**src/rtl/cube_pkg.sv**
```systemverilog
// Shared LED-cube chain definitions: word geometry and the tagged word
// type exchanged between the chain receiver and readback consumers.
package cube_pkg;

    localparam int CHAIN_WORD_WIDTH = 16;
    localparam int CHAIN_LEN        = 16;
    localparam int CHAIN_IDX_W      = $clog2(CHAIN_LEN);

    // One received chain word and its position in the chain (0 = first word received).
    typedef struct packed {
        logic [CHAIN_WORD_WIDTH-1:0] data;
        logic [CHAIN_IDX_W-1:0]      index;
    } chain_word_t;

endpackage

```
**src/rtl/sync_fifo.sv**
```systemverilog
// Small synchronous FIFO with flush. A pop in the same cycle as a push on a
// full FIFO frees the slot, so the push is accepted. Pop on empty is ignored.
module sync_fifo #(
    parameter int DATA_W = 20,
    parameter int DEPTH  = 4
) (
    input  logic              clk,
    input  logic              reset_n,
    input  logic              flush,
    input  logic              push,
    input  logic              pop,
    input  logic [DATA_W-1:0] din,
    output logic [DATA_W-1:0] dout,
    output logic              full,
    output logic              empty
);

    localparam int AW = (DEPTH > 1) ? $clog2(DEPTH) : 1;

    logic [AW-1:0]     r_wr_ptr;
    logic [AW-1:0]     r_rd_ptr;
    logic [AW:0]       r_count;
    logic [DATA_W-1:0] r_mem [DEPTH];

    logic w_pop;
    logic w_push;

    // Effective pop/push: pop only with data present; push only with room (or a freeing pop).
    always_comb begin
        empty  = (r_count == '0);
        full   = (r_count == (AW+1)'(DEPTH));
        w_pop  = pop && !empty;
        w_push = push && (!full || w_pop);
        dout   = r_mem[r_rd_ptr];
    end

    // Pointer and occupancy bookkeeping; flush empties the FIFO in one cycle.
    always_ff @(posedge clk or negedge reset_n) begin
        if (!reset_n) begin
            r_wr_ptr <= '0;
            r_rd_ptr <= '0;
            r_count  <= '0;
        end else if (flush) begin
            r_wr_ptr <= '0;
            r_rd_ptr <= '0;
            r_count  <= '0;
        end else begin
            if (w_push) r_wr_ptr <= r_wr_ptr + AW'(1);
            if (w_pop)  r_rd_ptr <= r_rd_ptr + AW'(1);
            case ({w_push, w_pop})
                2'b10:   r_count <= r_count + (AW+1)'(1);
                2'b01:   r_count <= r_count - (AW+1)'(1);
                default: r_count <= r_count;
            endcase
        end
    end

    // Storage; cleared on reset so the head word reads as zero out of reset.
    always_ff @(posedge clk or negedge reset_n) begin
        if (!reset_n) begin
            for (int i = 0; i < DEPTH; i++) r_mem[i] <= '0;
        end else if (!flush && w_push) begin
            r_mem[r_wr_ptr] <= din;
        end
    end

endmodule

```
**src/rtl/serial_chain_receiver.sv**
```systemverilog
// Receive end of the LED-driver serial chain. Deserializes the looped-back
// SDO stream MSB-first into words, tags each with its chain position and
// buffers them for a valid/ready consumer.
// Handshake: word_valid means the FIFO head (word_data/word_index) is valid;
// it is consumed on the clk edge where word_valid & word_ready are both 1.
module serial_chain_receiver #(
    parameter int WIDTH      = cube_pkg::CHAIN_WORD_WIDTH,
    parameter int CHAIN_LEN  = cube_pkg::CHAIN_LEN,
    parameter int FIFO_DEPTH = 4
) (
    input  logic                         clk,
    input  logic                         reset_n,
    input  logic                         frame_start,
    input  logic                         shift,
    input  logic                         ser_in,
    output logic [WIDTH-1:0]             word_data,
    output logic [$clog2(CHAIN_LEN)-1:0] word_index,
    output logic                         word_valid,
    input  logic                         word_ready,
    output logic                         frame_done,
    output logic                         overflow,
    output logic                         busy,
    output logic                         dbg_state
);

    localparam int IDX_W = $clog2(CHAIN_LEN);
    localparam int BIT_W = $clog2(WIDTH);

    typedef enum logic {
        S_IDLE = 1'b0,
        S_RECV = 1'b1
    } state_t;

    state_t r_state;
    state_t w_state_nxt;

    logic [WIDTH-1:0] r_sreg;
    logic [BIT_W-1:0] r_bit_cnt;
    logic [IDX_W-1:0] r_word_cnt;
    logic             r_overflow;
    logic             r_frame_done;

    logic                   w_shift_en;
    logic                   w_word_done;
    logic                   w_last_word;
    logic                   w_pop;
    logic                   w_full;
    logic                   w_empty;
    logic [WIDTH-1:0]       w_word;
    logic [WIDTH+IDX_W-1:0] w_fifo_dout;

    // Shift qualification, word completion and next-state; frame_start overrides shift.
    always_comb begin
        w_state_nxt = r_state;
        w_shift_en  = (r_state == S_RECV) && shift && !frame_start;
        w_word_done = w_shift_en && (r_bit_cnt == BIT_W'(WIDTH-1));
        w_last_word = w_word_done && (r_word_cnt == IDX_W'(CHAIN_LEN-1));
        w_word      = {r_sreg[WIDTH-2:0], ser_in};
        w_pop       = word_ready && !w_empty;
        if (frame_start) begin
            w_state_nxt = S_RECV;
        end else if (w_last_word) begin
            w_state_nxt = S_IDLE;
        end
    end

    // FSM state register.
    always_ff @(posedge clk or negedge reset_n) begin
        if (!reset_n) r_state <= S_IDLE;
        else          r_state <= w_state_nxt;
    end

    // Shift register, bit/word counters, sticky overflow and frame_done pulse.
    always_ff @(posedge clk or negedge reset_n) begin
        if (!reset_n) begin
            r_sreg       <= '0;
            r_bit_cnt    <= '0;
            r_word_cnt   <= '0;
            r_overflow   <= 1'b0;
            r_frame_done <= 1'b0;
        end else if (frame_start) begin
            r_sreg       <= '0;
            r_bit_cnt    <= '0;
            r_word_cnt   <= '0;
            r_overflow   <= 1'b0;
            r_frame_done <= 1'b0;
        end else begin
            r_frame_done <= w_last_word;
            if (w_shift_en) begin
                r_sreg <= w_word;
                if (w_word_done) begin
                    r_bit_cnt  <= '0;
                    r_word_cnt <= w_last_word ? '0 : r_word_cnt + IDX_W'(1);
                end else begin
                    r_bit_cnt <= r_bit_cnt + BIT_W'(1);
                end
            end
            if (w_word_done && w_full && !w_pop) r_overflow <= 1'b1;
        end
    end

    // Completed words are written on the edge that samples their last bit.
    sync_fifo #(
        .DATA_W (WIDTH + IDX_W),
        .DEPTH  (FIFO_DEPTH)
    ) u_fifo (
        .clk     (clk),
        .reset_n (reset_n),
        .flush   (frame_start),
        .push    (w_word_done),
        .pop     (word_ready),
        .din     ({w_word, r_word_cnt}),
        .dout    (w_fifo_dout),
        .full    (w_full),
        .empty   (w_empty)
    );

    // Output mapping.
    always_comb begin
        word_data  = w_fifo_dout[WIDTH+IDX_W-1:IDX_W];
        word_index = w_fifo_dout[IDX_W-1:0];
        word_valid = !w_empty;
        frame_done = r_frame_done;
        overflow   = r_overflow;
        busy       = (r_state == S_RECV);
        dbg_state  = r_state;
    end

endmodule

```
**config.mk**
```make
export PLATFORM = sky130hd
export DESIGN_NAME = serial_chain_receiver
export DESIGN_NICKNAME = d
export VERILOG_FILES = /design/src/rtl/cube_pkg.sv /design/src/rtl/sync_fifo.sv /design/src/rtl/serial_chain_receiver.sv
export SDC_FILE = /design/constraint.sdc
export NUM_CORES = 1
export LEC_CHECK = 0
export CORE_MARGIN = 2
export CORE_UTILIZATION = 30
export CTS_CLUSTER_SIZE = 10
export DETAILED_ROUTE_END_ITERATION = 10
export PLACE_DENSITY = 0.55
export SYNTH_ARGS = -nofsm -noshare
export SYNTH_HDL_FRONTEND = slang
export SYNTH_SLANG_ARGS = --single-unit
export TNS_END_PERCENT = 100
```
**constraint.sdc**
```tcl
create_clock -name clk -period 1.8 [get_ports clk]
set_input_delay 0.36 -clock clk [delete_from_list [all_inputs] [get_ports clk]]
set_output_delay 0.36 -clock clk [all_outputs]
set_load 0.02 [all_outputs]
```
# --- Word level (Yosys, flattened, before mapping) ---
# Index checks and enable logic that the tools add are counted.
# W data, S select, Z words.
totals:
  ff_bits: 113
  elab_cells: 79
classes:
  n_addsub: 6
  n_lt_le_gt_ge: 3
  eq_ne: 5
  mux: 26
  n_bitwise: 2
  reduce_logical: 24
ops:
  columns: ["operator", "n"]
  rows:
  - ["$bwmux W80", 1]
  - ["$mux W20", 3]
  - ["$bmux W20 S2", 1]
  - ["$demux W20 S2", 1]
  - ["$mux W15", 2]
  - ["$mux W4", 7]
  - ["$reduce_bool A2 Y1", 6]
  - ["$logic_and A1 B1 Y1", 10]
  - ["$add A4 B1 Y4 const B", 2]
  - ["$eq A4 B4 Y1 const B", 2]
  - ["$mux W2", 4]
  - ["$ge A3 B3 Y1 const B", 2]
  - ["$not A2 Y3", 2]
  - ["$pmux W3 S2", 1]
  - ["$mux W1", 5]
  - ["$add A2 B1 Y2 const B", 2]
  - ["$logic_not A1 Y1", 4]
  - ["$add A3 B1 Y3 const B", 1]
  - ["$eq A3 B3 Y1 const B", 1]
  - ["$logic_not A3 Y1", 1]
  - ["$lt A3 B1 Y1 const B", 1]
  - ["$mux W3", 1]
  - ["$reduce_bool A3 Y1", 1]
  - ["$sub A3 B1 Y3 const B", 1]
  - ["4 further kinds", 4]

# --- Longest topological paths before layout ---
# Gate-level depths: netlist of the first run.
logic_depth:
  word_depth: 8
  depth_mapped: 8

# --- By module ---
# A second synthesis of the first run with hierarchy kept.
unflattened:
  cells_unflattened: 343
  area_unflattened_um2: 5167.5
by_module_without_submodules:
  columns: ["module", "n_inst", "cells_each", "area_per_inst_um2"]
  rows:
  - ["sync_fifo", 1, 253, 4080.2]
  - ["serial_chain_receiver", 1, 90, 1087.3]

# --- Least setup slack after synthesis of the first run ---
# OpenSTA, ideal clock, no wires.
synth_timing:
  path_type: "flip-flop to flip-flop"
  start: "register u_fifo.r_count[0]"
  end: "register u_fifo.r_count[2]"
  setup_ns: 0.132
  arrival_time_ns: 1.781
  required_ns: 1.668
  slack_ns: -0.113
  path_stages_with_launch: 8
  cell_sequence: "dfrtp_1 o31ai_2 a21oi_1 fa_1 a211oi_1 a31o_2 xnor2_1 nor2_1"
synth_via:
  elab_chain_cells: 8
  elab_cells_between_ends: 14
  classes_between: "add/sub: 2; eq/ne: 3; mux: 2; reduce/logical: 7"
synth_lines:
  columns: ["element", "line_no", "source"]
  rows:
  - ["start, declared", "sync_fifo.sv:22", "logic [AW:0] r_count;"]
  - ["start signal, assigned", "sync_fifo.sv:51", "2'b10: r_count <= r_count + (AW+1)'(1);"]
  - ["start signal, assigned", "sync_fifo.sv:52", "2'b01: r_count <= r_count - (AW+1)'(1);"]
  - ["start signal, assigned", "sync_fifo.sv:53", "default: r_count <= r_count;"]
  - ["$logic_not A3 Y1", "sync_fifo.sv:30", "empty = (r_count == '0);"]
  - ["$logic_not A1 Y1", "sync_fifo.sv:32", "w_pop = pop && !empty;"]
  - ["$logic_and A1 B1 Y1", "sync_fifo.sv:32", null]
  - ["$logic_or A1 B1 Y1", "sync_fifo.sv:33", "w_push = push && (!full || w_pop);"]
  - ["$logic_and A1 B1 Y1", "sync_fifo.sv:33", null]
  - ["$eq A2 B1 Y1 or $eq A2 B2 Y1 (tied branches)", "sync_fifo.sv:50", "case ({w_push, w_pop})"]
  - ["$pmux W3 S2", "sync_fifo.sv:50", null]
  - ["$mux W3", "sync_fifo.sv:43", "end else if (flush) begin"]
# Several ways; a longest one is shown, not always the timed one.
# A chain may end at the register's enable or synchronous reset.

# --- Worst setup path in the final report of the first run ---
layout_timing:
  start: "register u_fifo.r_rd_ptr[0]"
  end: "output port word_data[4]"
layout_via:
  elab_chain_cells: 4
layout_lines:
  columns: ["element", "line_no", "source"]
  rows:
  - ["start, declared", "sync_fifo.sv:21", "logic [AW-1:0] r_rd_ptr;"]
  - ["start signal, assigned", "sync_fifo.sv:49", "if (w_pop) r_rd_ptr <= r_rd_ptr + AW'(1);"]
  - ["$not A2 Y3 (not written as such)", "sync_fifo.sv:34", "dout = r_mem[r_rd_ptr];"]
  - ["$bmux W20 S2", "sync_fifo.sv:34", null]
  - ["$mux W20 (not written as such) (2 in series)", "sync_fifo.sv:34", null]
  - ["end, declared", "serial_chain_receiver.sv:16", "output logic [WIDTH-1:0] word_data,"]
# No other way between the ends. The select of a mux whose other input is x is not followed.

==> flow_summary_export.csv, run 1 <==
group,metric,value,unit
worst_setup_path,r2r_cells,7,
place,dp_hpwl,6930,um
place,place_ws,-0.380,ns
floorplanning,row_count,48,
synthesis,yosys.area.top_type,"dfrtp_1",
timing,final_hold_viol_count,0,
cts,htree_levels,4,
worst_setup_path,rrSetupSlack,-0.14,ns
final_layout,final_cells,676,
synthesis,synth_seq_area_share,52.6,%
worst_setup_path,path_cells,"buf_6 > mux4_2 > buf_6",
global_route,antenna_found_initial,0,
floorplanning,num_io_pins,31,
worst_setup_path,worst_ep_required_time,1.44,ns
detailed_routing,ant_nets,0,
floorplanning,start_util,30.9,%
power,vdd_ir_drop_max,694,uV
detailed_routing,drt_pass1_iterations,4,
timing,min_period,2.06,ns
run_status,violations,"negative setup slack",
power,p_leak,3.49,nW
synthesis,yosys.cell_types.count,39,
cts,root_buffer,"clkbuf_16",
run_status,status,"complete, but fails checks",
final_layout,most-common-layout-cells,"dfrtp_1, mux2_4, nand2_1",
power,power_density,858,nW/um^2
floorplanning,die_x,138,um
place,placed_area,6230,um^2
global_route,grt_pass1_vias,3450,
detailed_routing,drc,0,
worst_setup_path,cp.depth,3,
timing,post-route-period-util,115,%
detailed_routing,drt-wirelength-per-cell,17.4,um
synthesis,yosys-top-cells-area,"dfrtp_1, mux2_4, mux4_2",
synthesis,synth_fp_nets,371,
synthesis,ys.flop_type,"dfrtp_1",
cts,cts_sinks,113,
place,globalplace.congestion,0.761,
worst_setup_path,path_class,"flop to output pin",
worst_setup_path,critPathMaxStageDelay,0.53,ns
worst_setup_path,crit_path_end_kind,"output pin",
worst_setup_path,cp_common_cell,"buf_6",
timing,max_freq,0.485,GHz
synthesis,syn_inst,358,
synthesis,ys_warn_count,0,
global_route,overflow,0,
synthesis,ys_ff_latch,113,
timing,finClkSkew,0.00883,ns
worst_setup_path,cp_slowest_cell,"mux4_2",
cts,clk_path_buf_depth,2,
final_layout,layout_commonest_cell,"dfrtp_1",
worst_setup_path,cp.arrival,1.70,ns
timing,finalMaxSlewViolations,0,
final_layout,design_area,7210,um^2
global_route,grt_use_total,13.9,%
place,io_buffer_count,30,
synthesis,synth-edff-count,0,
synthesis,postSynthAreaPerCell,15.0,um^2
synthesis,synth_async_sr_flop_share,100,%
detailed_routing,vias,3139,
worst_setup_path,r2r-start,"r_bit_cnt[1]",
final_layout,syn2layout_area_growth,34.0,%
detailed_routing,via_per_inst,4.64,
timing,setup_violations,93,
synthesis,synth_area,5380,um^2
cts,cts_tree,"built",
worst_setup_path,reg2reg_to,"u_fifo.r_mem[66]",
cts,clkTransAtPathRegs,0.05,ns
worst_setup_path,crit_path_start_kind,"flop",
global_route,grt_max_degree,73,
timing,setup_ws,-0.263,ns
worst_setup_path,cp_max_fo,6,
floorplanning,dieHeight,138,um
synthesis,yosysTopAreaCellShare,52.6,%
timing,relSlewSlack,73.7,%
final_layout,diodes,0,
floorplanning,dieArea,19000,um^2
detailed_routing,drt_iter0_drc,136,
global_route,grt_pass1_wl,19400,um
floorplanning,coreArea,17400,um^2
detailed_routing,wirelength,11700,um
final_layout,final_nets,451,
min_path,hp-class,"input pin to async pin",
final_layout,layout-drive-gt1-share,51.0,%
worst_setup_path,cp_num_buf_inv,2,
flow_run,drv_cap,0,
cts,cts_buffers,17,
worst_setup_path,cp_top_family,"multiplexers",
place,numPlacedInstances,627,
timing,worst_pin_slew,0.395,ns
cts,worstSkewPairLatency,0.42,ns
timing,rsz0062_at_grt,"true",
## sequential cells by signal, summed over array words and instances (netlist names), 2 cells and up
signal           cells
u_fifo.r_mem        80
r_sreg              15
r_bit_cnt            4
r_word_cnt           4
u_fifo.r_count       3
u_fifo.r_rd_ptr      2
u_fifo.r_wr_ptr      2
## worst max path at each step
stage	startpoint	to	slack [ns]
floorplan	r_bit_cnt[0]	u_fifo.r_count[2]	-0.04
global placement	shift	u_fifo.r_count[2]	-0.34
detailed placement	shift	u_fifo.r_count[2]	-0.38
CTS	u_fifo.r_rd_ptr[0]	word_data[10]	-0.35
global route	u_fifo.r_rd_ptr[0]	word_data[10]	-0.32
finish	u_fifo.r_rd_ptr[0]	word_data[4]	-0.26
## cell usage after synthesis, drive strengths merged, types with 2 or more instances
cell type and instances:
xnor2 3, nor2 13, or3 2, and3b 2, buf 13, a21oi 23
ha 6, nand2 44, dfrtp 113, nand3 3, a31oi 2, mux4 20
mux2 80, clkbuf 9, xor2 5, o21ai 3, a21o 2, inv 2
and3 2
## timing repair
action / in CTS / in global routing
gates cloned: 5 / 0
endpoints found under the hold margin: 28 / 0
resized for setup: 145 / 16
hold buffers: 1 / 0
pin swaps: 10 / 5
buffers inserted: 10 / 5
setup endpoints to repair: 88 / 105
## kinds of logic (layout without fill, tap and decap cells)
logic type | Yosys count | after routing | synth area share (%)
xor+xnor | 8 | 8 | 1.30
buf+inv | 24 | 117 | 3.42
compound gates | 34 | 34 | 3.77
simple gates | 71 | 71 | 6.28
fa+ha+maj | 7 | 7 | 1.77
flops | 113 | 113 | 52.6
mux | 101 | 101 | 30.9
## where the power goes
group          internal (mW)  switching (mW)  leakage (nW)
registers               2.55         0.00673          1.57
logic                 0.0441          0.0953          1.63
clock network           2.23            1.26         0.294
total                   4.82            1.36          3.49
## final cells by class
type	count	area [um^2]
clock buffer	18	439
clock inverter	14	179
fill	1590	10200
inverter	2	7.51
multi-input combinational	221	2470
sequential	113	2830
tap	225	282
timing repair buffer	83	1000
## metrics by stage
step	utilization, %	TNS (ns)	hold WS (ns)	power (mW)
2_1_floorplan	-	-0.0380	0.0644	2.64
3_3_place_gp	35.7	-29.22	0.312	2.74
3_5_place_dp	35.7	-31.08	0.320	2.74
4_1_cts	41.1	-8.87	0.446	6.26
5_1_grt	41.4	-15.07	0.479	6.40
6_report	41.4	-9.60	0.437	6.18
## per-layer routing
| layer | part of all wire [%] | up-vias | GRT usage [%] |
|---|---|---|---|
| li1 | - | 1445 | - |
| met1 | 48 | 1628 | 19.1 |
| met2 | 46 | 53 | 20.6 |
| met3 | 3.5 | 13 | 3.95 |
| met4 | 1.6 | 0 | 5.56 |
| met5 | 0 | - | 0 |
(Power assumes the default switching activity.)
==> run 2, diff against run 1 <==
Settings changed: SKIP_LAST_GASP from default to 1.
==> run 2 against run 1 <==
Effect of this change:
- the run still ends with negative setup slack left
- global-route usage hardly changed
- critical path depth stayed put
- sequential power is essentially flat
- cell count increased by 0.30%
- fmax rose by 0.18%
- count of clock-buffer cells in the layout unchanged
==> flow_summary_export.csv, run 2 (synthesis results as in run 1) <==
group,metric,value,unit
place,globalplace.congestion,0.761,
final_layout,final_cells,678,
global_route,grt_use_total,13.9,%
power,vdd_ir_drop_max,698,uV
cts,clkTransAtPathRegs,0.06,ns
min_path,hp-class,"input pin to async pin",
floorplanning,dieArea,19000,um^2
cts,cts_tree,"built",
detailed_routing,drt-wirelength-per-cell,17.5,um
global_route,grt_max_degree,73,
worst_setup_path,worst_ep_required_time,1.44,ns
final_layout,regMostFlops,"u_fifo.r_mem",
final_layout,design_area,7250,um^2
worst_setup_path,path_cells,"buf_6 > mux4_2 > buf_6",
place,dp_hpwl,6930,um
worst_setup_path,critPathMaxStageDelay,0.53,ns
floorplanning,num_io_pins,31,
worst_setup_path,cp_max_fo,6,
floorplanning,coreArea,17400,um^2
timing,finalMaxSlewViolations,0,
floorplanning,dieHeight,138,um
flow_run,drv_cap,0,
place,placed_area,6230,um^2
floorplanning,die_x,138,um
final_layout,final_nets,453,
cts,htree_levels,4,
final_layout,regArea,2830,um^2
cts,worstSkewPairLatency,0.42,ns
floorplanning,row_count,48,
floorplanning,start_util,30.9,%
final_layout,multiInputGateArea,2470,um^2
timing,rsz0062_at_grt,"true",
run_status,violations,"negative setup slack",
timing,min_period,2.06,ns
place,place_ws,-0.380,ns
power,p_leak,3.52,nW
final_layout,fillers,1584,
detailed_routing,drc,0,
final_layout,largest_register_ff_count,80,
timing,setup_violations,94,
run_status,status,"complete, but fails checks",
worst_setup_path,cp_common_cell,"buf_6",
final_layout,layout_commonest_cell,"dfrtp_1",
detailed_routing,ant_nets,0,
global_route,overflow,0,
timing,setup_ws,-0.259,ns
cts,cts_buffers,17,
timing,finClkSkew,0.0105,ns
final_layout,diodes,0,
final_layout,syn2layout_area_growth,34.8,%
global_route,antenna_found_initial,0,
timing,relSlewSlack,74.1,%
final_layout,layout-drive-gt1-share,51.2,%
cts,cts_sinks,113,
power,power_density,853,nW/um^2
place,numPlacedInstances,627,
cts,root_buffer,"clkbuf_16",
timing,worst_pin_slew,0.389,ns
place,io_buffer_count,30,
detailed_routing,drt_pass1_iterations,4,
worst_setup_path,cp.arrival,1.70,ns
worst_setup_path,crit_path_start_kind,"flop",
worst_setup_path,cp_slowest_cell,"mux4_2",
cts,clk_path_buf_depth,2,
timing,post-route-period-util,114,%
timing,final_hold_viol_count,0,
detailed_routing,drt_iter0_drc,136,
final_layout,most-common-layout-cells,"dfrtp_1, mux2_4, nand2_1",
global_route,grt_pass1_vias,3449,
worst_setup_path,crit_path_end_kind,"output pin",
detailed_routing,vias,3141,
final_layout,reg_top3,"u_fifo.r_mem x80, r_sreg x15",
detailed_routing,via_per_inst,4.63,
detailed_routing,wirelength,11900,um
timing,max_freq,0.486,GHz
worst_setup_path,path_class,"flop to output pin",
global_route,grt_pass1_wl,19400,um
-- run 2: cell count changes in the layout (fill, tap and decap cells not counted) --
| cell | change |
|---|---|
| clkbuf_16 | +1 |
| buf_12 | +1 |
-- run 2: final timing paths --
path	depth (start not counted)	to	slack [ns]	startpoint
worst max-delay path	3	word_data[4]	-0.26	u_fifo.r_rd_ptr[0]
worst min-delay path	2	u_fifo.r_mem[24]	0.43	reset_n
worst max register to register	7	u_fifo.r_mem[17]	-0.14	r_bit_cnt[1]
worst min register to register	1	u_fifo.r_mem[20]	0.51	u_fifo.r_mem[20]
max in group asynchronous	3	u_fifo.r_rd_ptr[0]	0.65	reset_n
min in group clk	1	u_fifo.r_mem[20]	0.51	u_fifo.r_mem[20]
-- run 2: area by class of cell --
class,count,share of cell area [%]
clock buffer,18,6.06
clock inverter,14,2.47
inverter,2,0.104
multi-input combinational,221,34.0
sequential,113,39.1
tap,225,3.88
timing repair buffer,85,14.4
-- run 2: worst max-delay path, delay by kind of cell (launching register included) --
kind     cells  cell delay (ns)
buf+inv      2             0.34
flops        1             0.42
mux          1             0.53
-- run 2: routing by layer --
layer  vias up  routed length [um]  share of wire, %  track usage (%)
met5         -                   0                 0                0
met4         0                 171               1.4             5.56
met3        11                 450               3.8             3.95
met2        43                5580                47             20.6
met1      1636                5670                48             19.1
li1       1451                   -                 -                -
-- run 2: repair_timing --
action / in CTS / in global routing
pin swaps: 9 / 7
hold endpoints to repair: 28 / 0
gates cloned: 5 / 1
setup buffers: 10 / 6
resized for setup: 145 / 16
hold buffers: 1 / 0
endpoints found under the setup margin: 88 / 105
-- run 2: power by group --
group	internal, mW	switching (mW)	leakage, nW	total [mW]
sequential	2.55	0.00682	1.57	2.56
clock	2.23	1.26	0.294	3.49
combinational	0.0441	0.0954	1.65	0.140
total	4.82	1.36	3.52	6.18
-- run 2: metrics by stage --
step           total power, mW  TNS, ns  utilization, %  hold slack (ns)
3_5_place_dp              2.74   -31.08            35.7            0.320
3_3_place_gp              2.74   -29.22            35.7            0.312
4_1_cts                   6.26    -8.92            41.1            0.446
5_1_grt                   6.40   -15.56            41.6            0.478
2_1_floorplan             2.64  -0.0380               -           0.0644
6_report                  6.18   -11.50            41.6            0.432
